--- src/rtl/machine_address_stepper_pkg.sv ---
// Shared types for the front-panel address stepper: button direction,
// stepper FSM states and the button-pair decode.
package Machine_types;

    typedef enum logic [1:0] {
        NONE = 2'd0,
        INC  = 2'd1,
        DEC  = 2'd2
    } step_dir_t;

    typedef enum logic [1:0] {
        IDLE   = 2'd0,
        HOLD   = 2'd1,
        REPEAT = 2'd2
    } stepper_state_t;

    // btn_hi is {decrement, increment}; both pressed means hold still.
    function automatic step_dir_t decode_dir(input logic [1:0] btn_hi);
        step_dir_t result;
        case (btn_hi)
            2'b01:   result = INC;
            2'b10:   result = DEC;
            default: result = NONE;
        endcase
        return result;
    endfunction

endpackage

--- src/rtl/machine_addr_bound_step.sv ---
// Combinational one-step address arithmetic with bound handling.
// Works one bit wider than the address so no modular overflow can occur;
// only the MIN/MAX bounds decide whether a step wraps or saturates.
module machine_addr_bound_step
    import Machine_types::*;
#(
    parameter int unsigned ADDR_W   = 8,
    parameter int unsigned ADDR_MIN = 0,
    parameter int unsigned ADDR_MAX = (1 << ADDR_W) - 1,
    parameter bit          WRAP     = 1'b1
) (
    input  logic [ADDR_W-1:0] addr,
    input  step_dir_t         dir,
    output logic [ADDR_W-1:0] next_addr,
    output logic              changed,
    output logic              wrapped
);

    localparam logic [ADDR_W:0] MIN_X = (ADDR_W+1)'(ADDR_MIN);
    localparam logic [ADDR_W:0] MAX_X = (ADDR_W+1)'(ADDR_MAX);
    localparam logic [ADDR_W:0] ONE_X = (ADDR_W+1)'(1);

    logic [ADDR_W:0] addr_x;
    logic [ADDR_W:0] next_x;
    logic            bound_hit;

    // Compute the stepped address and whether it crossed a bound.
    always_comb begin
        // NOTE: every output of this block gets a default first so no path
        // leaves a value unassigned and a latch is never inferred.
        addr_x    = {1'b0, addr};
        next_x    = addr_x;
        bound_hit = 1'b0;
        case (dir)
            INC: begin
                if (addr_x >= MAX_X) begin
                    if (WRAP) begin
                        next_x    = MIN_X;
                        bound_hit = 1'b1;
                    end
                end else begin
                    next_x = addr_x + ONE_X;
                end
            end
            DEC: begin
                if (addr_x <= MIN_X) begin
                    if (WRAP) begin
                        next_x    = MAX_X;
                        bound_hit = 1'b1;
                    end
                end else begin
                    next_x = addr_x - ONE_X;
                end
            end
            default: begin
                next_x = addr_x;
            end
        endcase
        next_addr = next_x[ADDR_W-1:0];
        changed   = (next_x != addr_x);
        wrapped   = bound_hit & changed;
    end

endmodule

--- src/rtl/machine_address_stepper.sv ---
// Registered front-panel address stepper: press-edge stepping,
// hold-to-auto-repeat, wrap/saturate bounds and a clamped direct load.
module machine_address_stepper
    import Machine_types::*;
#(
    parameter int unsigned ADDR_W        = 8,
    parameter int unsigned ADDR_MIN      = 0,
    parameter int unsigned ADDR_MAX      = (1 << ADDR_W) - 1,
    parameter int unsigned ADDR_RESET    = ADDR_MIN,
    parameter bit          WRAP          = 1'b1,
    parameter int unsigned HOLD_CYCLES   = 16,
    parameter int unsigned REPEAT_CYCLES = 4
) (
    input  logic              system1000,
    input  logic              system1000_rstn,
    input  logic [3:0]        btn,
    input  logic              load_en,
    input  logic [ADDR_W-1:0] load_addr,
    output logic [ADDR_W-1:0] addr,
    output logic              step,
    output logic              wrapped
);

    localparam int unsigned CNT_MAX = (HOLD_CYCLES > REPEAT_CYCLES) ? HOLD_CYCLES : REPEAT_CYCLES;
    localparam int unsigned CNT_W   = (CNT_MAX > 1) ? $clog2(CNT_MAX) : 1;

    localparam logic [CNT_W-1:0]  HOLD_LAST   = CNT_W'(HOLD_CYCLES - 1);
    localparam logic [CNT_W-1:0]  REPEAT_LAST = CNT_W'(REPEAT_CYCLES - 1);
    localparam logic [CNT_W-1:0]  CNT_ONE     = CNT_W'(1);
    localparam logic [ADDR_W:0]   MIN_X       = (ADDR_W+1)'(ADDR_MIN);
    localparam logic [ADDR_W:0]   MAX_X       = (ADDR_W+1)'(ADDR_MAX);
    localparam logic [ADDR_W-1:0] MIN_A       = ADDR_W'(ADDR_MIN);
    localparam logic [ADDR_W-1:0] MAX_A       = ADDR_W'(ADDR_MAX);
    localparam logic [ADDR_W-1:0] RESET_A     = ADDR_W'(ADDR_RESET);

    stepper_state_t    state_q, state_d;
    logic [CNT_W-1:0]  cnt_q, cnt_d;
    step_dir_t         dir_q, dir;
    logic [ADDR_W-1:0] addr_q, addr_d;
    logic              step_q, step_d;
    logic              wrapped_q, wrapped_d;

    logic              do_step;
    logic [ADDR_W-1:0] bound_next;
    logic              bound_changed;
    logic              bound_wrapped;
    logic [ADDR_W:0]   load_x;

    // Buttons 1:0 belong to other panel functions.
    logic unused_btn_lo;
    assign unused_btn_lo = ^btn[1:0];

    assign dir    = decode_dir(btn[3:2]);
    assign load_x = {1'b0, load_addr};

    machine_addr_bound_step #(
        .ADDR_W   (ADDR_W),
        .ADDR_MIN (ADDR_MIN),
        .ADDR_MAX (ADDR_MAX),
        .WRAP     (WRAP)
    ) u_bound_step (
        .addr      (addr_q),
        .dir       (dir),
        .next_addr (bound_next),
        .changed   (bound_changed),
        .wrapped   (bound_wrapped)
    );

    // Next-state logic: load beats buttons, a direction change re-arms the
    // hold timer, and an unchanged held direction walks HOLD then REPEAT.
    always_comb begin
        state_d   = state_q;
        cnt_d     = cnt_q;
        addr_d    = addr_q;
        step_d    = 1'b0;
        wrapped_d = 1'b0;
        do_step   = 1'b0;

        if (load_en) begin
            if (load_x > MAX_X) begin
                addr_d = MAX_A;
            end else if (load_x <= MIN_X) begin
                addr_d = MIN_A;
            end else begin
                addr_d = load_addr;
            end
            cnt_d   = '0;
            state_d = (dir != NONE) ? HOLD : IDLE;
        end else if (dir != dir_q) begin
            cnt_d = '0;
            if (dir != NONE) begin
                do_step = 1'b1;
                state_d = HOLD;
            end else begin
                state_d = IDLE;
            end
        end else if (dir != NONE) begin
            case (state_q)
                HOLD: begin
                    if (cnt_q == HOLD_LAST) begin
                        do_step = 1'b1;
                        state_d = REPEAT;
                        cnt_d   = '0;
                    end else begin
                        cnt_d = cnt_q + CNT_ONE;
                    end
                end
                REPEAT: begin
                    if (cnt_q == REPEAT_LAST) begin
                        do_step = 1'b1;
                        cnt_d   = '0;
                    end else begin
                        cnt_d = cnt_q + CNT_ONE;
                    end
                end
                default: begin
                    // A held button seen in IDLE restarts the hold interval.
                    state_d = HOLD;
                    cnt_d   = '0;
                end
            endcase
        end

        if (do_step) begin
            addr_d    = bound_next;
            step_d    = bound_changed;
            wrapped_d = bound_wrapped;
        end
    end

    // State, counter, previous direction and registered outputs.
    always_ff @(posedge system1000) begin
        // NOTE: non-blocking assignments here so every flop samples the
        // pre-edge values regardless of statement order.
        if (!system1000_rstn) begin
            state_q   <= IDLE;
            cnt_q     <= '0;
            dir_q     <= NONE;
            addr_q    <= RESET_A;
            step_q    <= 1'b0;
            wrapped_q <= 1'b0;
        end else begin
            state_q   <= state_d;
            cnt_q     <= cnt_d;
            dir_q     <= dir;
            addr_q    <= addr_d;
            step_q    <= step_d;
            wrapped_q <= wrapped_d;
        end
    end

    assign addr    = addr_q;
    assign step    = step_q;
    assign wrapped = wrapped_q;

endmodule

--- config.mk ---
export PLATFORM = sky130hd
export DESIGN_NAME = machine_address_stepper
export DESIGN_NICKNAME = d
export VERILOG_FILES = /design/src/rtl/machine_address_stepper_pkg.sv /design/src/rtl/machine_addr_bound_step.sv /design/src/rtl/machine_address_stepper.sv
export SDC_FILE = /design/constraint.sdc
export NUM_CORES = 1
export LEC_CHECK = 0
export ABC_AREA = 1
export CELL_PAD_IN_SITES_DETAIL_PLACEMENT = 1
export CELL_PAD_IN_SITES_GLOBAL_PLACEMENT = 2
export CORE_MARGIN = 5
export CORE_UTILIZATION = 28
export DETAILED_ROUTE_END_ITERATION = 6
export HOLD_SLACK_MARGIN = 0.15
export PLACE_DENSITY = 0.77
export SYNTH_ARGS = -nofsm -noshare
export SYNTH_HDL_FRONTEND = slang
export SYNTH_SLANG_ARGS = --single-unit
--- constraint.sdc ---
create_clock -name system1000 -period 2.9 [get_ports system1000]
set_clock_uncertainty 0.1 [all_clocks]
set_input_delay 0.87 -clock system1000 [delete_from_list [all_inputs] [get_ports system1000]]
set_output_delay 0.87 -clock system1000 [all_outputs]
set_load 0.005 [all_outputs]
== After elaboration in Yosys (flattened, before gate mapping) ==
Cells that the tools add are included.

* Add/sub/neg operators: 3
* Order comparisons: 4
* Equal/unequal tests: 12
* Muxes and demuxes: 27
* Bitwise operators: 2
* Reductions and logical operators: 6

{| class="wikitable"
|+ Operators with widths
! operator !! number
|-
| 2-to-1 mux 8 bit || 4
|-
| 2-to-1 mux 9 bit || 2
|-
| case mux 9 bit (2 select lines) || 1
|-
| <= comparator 8 x 1 -> 1 bit (second input constant) || 2
|-
| adder 8 x 1 -> 9 bit (second input constant) || 1
|-
| 2-to-1 mux 1 bit || 9
|-
| != test 9 x 8 -> 1 bit || 1
|-
| subtractor 8 x 1 -> 9 bit (second input constant) || 1
|-
| >= comparator 8 bit (second input constant) || 1
|-
| greater-than comparator 8 bit (second input constant) || 1
|-
| 2-to-1 mux 2 bit || 4
|-
| 2-to-1 mux 4 bit || 2
|-
| case mux 2 bit (2 select lines) || 2
|-
| case mux 4 bit (2 select lines) || 1
|-
| equality test 2 x 1 -> 1 bit (second input constant) || 3
|-
| equality test 2 bit (second input constant) || 3
|-
| adder 4 x 1 -> 4 bit (second input constant) || 1
|-
| equality test 4 x 2 -> 1 bit (second input constant) || 1
|-
| equality test 4 bit (second input constant) || 1
|-
| != test 4 bit (second input constant) || 1
|-
| case mux 1 bit (2 select lines) || 2
|-
| nonzero test 2 bit || 2
|-
| != test 3 bit (second input constant) || 1
|-
| AND reduction 3 bit || 1
|-
| other kinds (6) || 6
|}

* Flip-flop bits (word level): 18
* Input bits: 15

== Longest topological paths before layout ==
Gate-level depths: netlist of the first run.

* Depth in word-level cells: 7
* Gate-level depth with buffers: 16
* Depth with buffers taken out: 15

== Modules after synthesis ==
Synthesis of the first run repeated with hierarchy kept, for this count alone.

* Cell total of the unflattened synthesis: 298
* Area, all modules: 1888.1 um^2

{| class="wikitable"
|+ Modules (own cells, without submodules)
! module !! instances !! cells an instance !! area each (um^2) !! sequential area each (um^2)
|-
| machine_address_stepper || 1 || 141 || 1109.8 || 360.3
|-
| machine_addr_bound_step || 1 || 157 || 778.2 || 0.0
|}

== Worst setup path before layout of the first run ==
Ideal clock, no wire load.

* Path type: input-to-reg
* Start point: input btn[2]
* End point: register wrapped_q, in the netlist wrapped
* Library setup time: 0.117 ns
* Arrival: 2.187 ns
* Data required time: 2.683 ns
* Slack: 0.496 ns
* Stages: 13
* Buffers on the path: 1
* Cells stage by stage: inv_1 ha_1 buf_6 inv_2 o21ai_0 xor2_1 nand2_1 nor2_2 nand2_1 nor2_1 nand2_1 nand2_1 nor2_1

* Longest elaborated chain between the ends: 7
* Elaborated cells on any way between the ends: 16
* Those cells by class: 6 x eq/ne; 7 x mux; 1 x bitwise; 2 x reduce/logical

{| class="wikitable"
|+ RTL lines
! what !! RTL line !! RTL
|-
| start: declaration || machine_address_stepper.sv:16 || <nowiki>input logic [3:0] btn,</nowiki>
|-
| equality test 2 bit / equality test 2 x 1 -> 1 bit (equally long branches) || machine_address_stepper_pkg.sv:20 || <nowiki>case (btn_hi)</nowiki>
|-
| case mux 2 bit (2 select lines) (*) || machine_address_stepper_pkg.sv:20 ||
|-
| parallel branches: the longest is 5 deep, another holds case mux 9 bit (2 select lines) || -- ||
|-
| end signal: assignment || machine_address_stepper.sv:148 || <nowiki>wrapped_q <= wrapped_d;</nowiki>
|-
| end: declaration || machine_address_stepper.sv:41 || <nowiki>logic wrapped_q, wrapped_d;</nowiki>
|}

Every way passes the cells marked *.
A chain may end at the register's enable or synchronous reset.

== Worst setup path after layout of the first run ==
* Start point: input btn[2]
* End point: register wrapped_q, in the netlist wrapped

* Longest elaborated chain between the ends: 7
* Elaborated cells on any way between the ends: 16
* Those cells by class: 6 x eq/ne; 7 x mux; 1 x bitwise; 2 x reduce/logical

{| class="wikitable"
|+ RTL lines
! what !! RTL line !! RTL
|-
| equality test 2 bit / equality test 2 x 1 -> 1 bit (equally long branches) || machine_address_stepper_pkg.sv:20 ||
|-
| case mux 2 bit (2 select lines) (*) || machine_address_stepper_pkg.sv:20 ||
|-
| net dir[0] || machine_address_stepper.sv:38 || <nowiki>step_dir_t dir_q, dir;</nowiki>
|-
| parallel branches: the longest is 5 deep, another holds case mux 9 bit (2 select lines) || -- ||
|}

Mark *: on every way through the listed nets, which the timed path passes.

==> results of run 1 <==
-- metrics by stage --
| stage | power (uW) | cell area [um^2] | instances |
|---|---|---|---|
| 2_1_floorplan | 486 | 1650 | 273 |
| 3_3_place_gp | 611 | 2070 | 386 |
| 3_5_place_dp | 617 | 2070 | 386 |
| 4_1_cts | 833 | 2130 | 390 |
| 5_1_grt | 901 | 2160 | 390 |
| 6_report | 831 | 2160 | 390 |
-- flip-flops by register name (all words and copies together) (netlist names) --
name     count
dir_q        2
addr         8
cnt_q        4
wrapped      1
step         1
state_q      2
-- power by group --
| group | total, uW | switching [uW] | internal [uW] |
|---|---|---|---|
| Clock | 211 | 90.3 | 121 |
| Sequential | 286 | 25.5 | 260 |
| Combinational | 334 | 184 | 150 |
| Total | 831 | 300 | 531 |
-- final cells by class --
cell class                      instances  area, um^2
Multi-Input combinational cell        208        1100
Sequential cell                        18         360
Fill cell                             801        3650
Tap cell                               75        93.8
Clock buffer                            4        55.1
Inverter                               37         139
Timing Repair Buffer                   48         415
-- per-layer routing --
| layer | global-route usage | vias to the layer above | share of wire | routed length (um) |
|---|---|---|---|---|
| met1 | 0.183 | 899 | 0.45 | 2490 |
| met2 | 0.282 | 20 | 0.51 | 2790 |
| met4 | 0.0425 | 0 | 0.015 | 84 |
| li1 | - | 982 | - | - |
| met3 | 0.0133 | 6 | 0.024 | 134 |
| met5 | 0 | - | 0 | 0 |
-- final timing paths --
path | end | slack [ns] | depth (start not counted)
hold reg to reg | cnt_q[3]$_SDFFE_PP0N_ | 0.38 | 2
setup / recovery | wrapped$_SDFF_PN0_ | 0.16 | 14
hold / removal | cnt_q[3]$_SDFFE_PP0N_ | 0.38 | 2
setup reg to reg | wrapped$_SDFF_PN0_ | 0.61 | 13
-- worst register-to-register path, delay by kind of cell (launching register included) --
kind,cells,cell delay (ns)
and+or+nand+nor,9,0.72
DFF,1,0.49
adders and majority gates,1,0.36
buffers and inverters,1,0.23
xor gates and xnor gates,1,0.18
AOI/OAI and AO/OA,1,0.09
-- placed cells by master (no fill, tap or decap), types with 2 or more instances in the layout --
cell / instances
nand2_1: 73
inv_1: 34
nand3_1: 34
buf_4: 26
nor2_1: 24
clkdlybuf4s50_1: 22
dfxtp_1: 18
o21ai_0: 12
nand4_1: 10
a21oi_1: 9
ha_1: 8
nor2_2: 6
o211ai_1: 6
a31oi_1: 5
xor2_1: 4
clkbuf_8: 4
a211oi_1: 3
inv_2: 2
a21oi_2: 2
nand2_2: 2
nand3_2: 2
-- cell families after synthesis --
| family | count (synthesis) |
|---|---|
| simple gates | 154 |
| flops | 18 |
| compound gates | 41 |
| fa+ha+maj | 9 |
| buf+inv | 47 |
| xor+xnor | 4 |
==> results.md, run 1 <==
* Share of post-route cells with drive strength above 1 at 0.152
* Final Slew Violations at 0
* Largest family of logic cells by synthesized area: simple AND/OR/NAND/NOR gates
* Synthesized flop and latch total at 18
* Critical Path End Type: flip-flop
* Post-layout min period at 2.74 ns
* PortBufs at 22
* H-Tree Level Count at 1
* Syn Area/Cell at roughly 6 um^2
* Least-Margin Pin Slew at just over 0.4 ns
* Final Cycle Share at 0.945
* CP required at 2.94 ns
* Max Cap Violations at 0
* Avg Vias per Cell at a little under 5
* Die Y at roughly 87 um
* Worst-path clk slew at about 0.070 ns
* Post-layout util at 0.372
* Synth unique cells at 27
* Worst-path cell chain: clkdlybuf4s50_1, buf_4, ha_1, inv_1, nor2_1, o21ai_0, nand4_1, nand2_1, nor2_2, nand2_1, nor2_1, nand2_1, nand2_1, nor2_1
* Residual DRC at 0
* CP max FO at 5
* FF-to-FF Start: addr[0]$_SDFFE_PN0P_
* Final setup vio count at 0
* HPWL after DPL at 4450 um
* Post-Synthesis Cells at between 200 and 300
* Die ar. at around 7500 um^2
* Hold Fails Final Rpt at 0
* Pin count of the biggest net entering global routing at 15
* Site Rows at 28
* Routed wire length at 5500 um
* Die width at roughly 87 um
* Initial core utilization at 0.283
* Startpoint types: input pin
* RSZ-0062 raised after global routing: yes
* Worst path top cell family by delay: simple AND/OR/NAND/NOR gates
* Area leader, netlist: dfxtp_1
* Clk root buf: clkbuf_8
* Worst EP arrival at around 2.8 ns
* Resize count post-CTS at 0
* Hold WS at ~0.38 ns
* Final WS setup at 0.159 ns
* Main synth FF type: dfxtp_1
* Most frequent cell after synthesis: nand2_1
* Rel. slew slack at 0.729
* Initial antenna violation count at 0
* Top post-synthesis cells by area: dfxtp_1, nand2_1, nand3_1
* Sink Count at 18
* Hold WC Path Type: flip-flop to flip-flop
* Syn Nets at 297
* Drt wl/cell at 14.1 um
* Post-synthesis mux area share at 0
* Slowest CP cell: clkdlybuf4s50_1
* Global route overflow at 0
* Num CTS Buffers at 3
* Max frequency at 0.365 GHz
* Post-synthesis compound-gate area fraction at 0.144
* Vias post-DR at around 1.9k
* Synth top area share at 0.219
* Post-CTS Setup Bufs at 0
* Leakage power at 0.000987 uW
* CTS Buffer Depth at 2
* Setup CP Type: input pin to flip-flop
* CTS tree: done
* Place WS at -0.242 ns
* Adder-Cell Fraction of Synth Area at 0.0684
* Outcome: completed
* Post-layout net count at between 300 and 400
* Pwr Density at 384 nW/um^2
* TritonRoute pass-1 iters at 4
* Placer congestion estimate at between 0.8 and 0.9
* Synthesis Warnings at 0
* Layout area overhead at 31.3%
* Ant diodes at 0
* Number of global-route vias before repair at a little under 2k
* Routed Antenna Nets at 0
* GR Util All Layers at 0.151
* HP Start: cnt_q[3]$_SDFFE_PP0N_
* Clk Latency, worst-skew pair at ~0.25 ns
* Synth Area in Simple Gates at 0.413
* Worst path max stage delay at roughly 0.49 ns
* Share of async-settable or async-resettable flops after synthesis at 0
* Crit path top cell by count: nand2_1
* Io pins at 25
* Crit path from: btn[2]
* Total Neg Setup Slack at 0 ns
* EDFF count, synth at 0
* Initial DRC Count at between 90 and 100
* Post-CTS Hold Buffers at 0
* Max VDD drop at about 0.00022 V
* Register area share after synthesis at 0.219
* First-pass GRT wire length at approximately 9100 um
* Post-Syn Area at 1650 um^2
* Total core area at between 5000 and 6000 um^2
* Synth top cells by count: nand2_1, inv_1, nand3_1
* Synth Area in XOR/XNOR at 0.0213
* WP buf/inv at 3
No activity file was read; power rests on OpenSTA's default activity.
==> inputs of run 2 (changes only) <==
--- a/config.mk
+++ b/config.mk
@@ -6,6 +6,7 @@
 export NUM_CORES = 1
 export LEC_CHECK = 0
 export ABC_AREA = 1
+export CAP_MARGIN = 20
 export CELL_PAD_IN_SITES_DETAIL_PLACEMENT = 1
 export CELL_PAD_IN_SITES_GLOBAL_PLACEMENT = 2
 export CORE_MARGIN = 5
==> results of run 2 <==
Same layout as run 1: the final DEF is identical, and so are final timing and power.
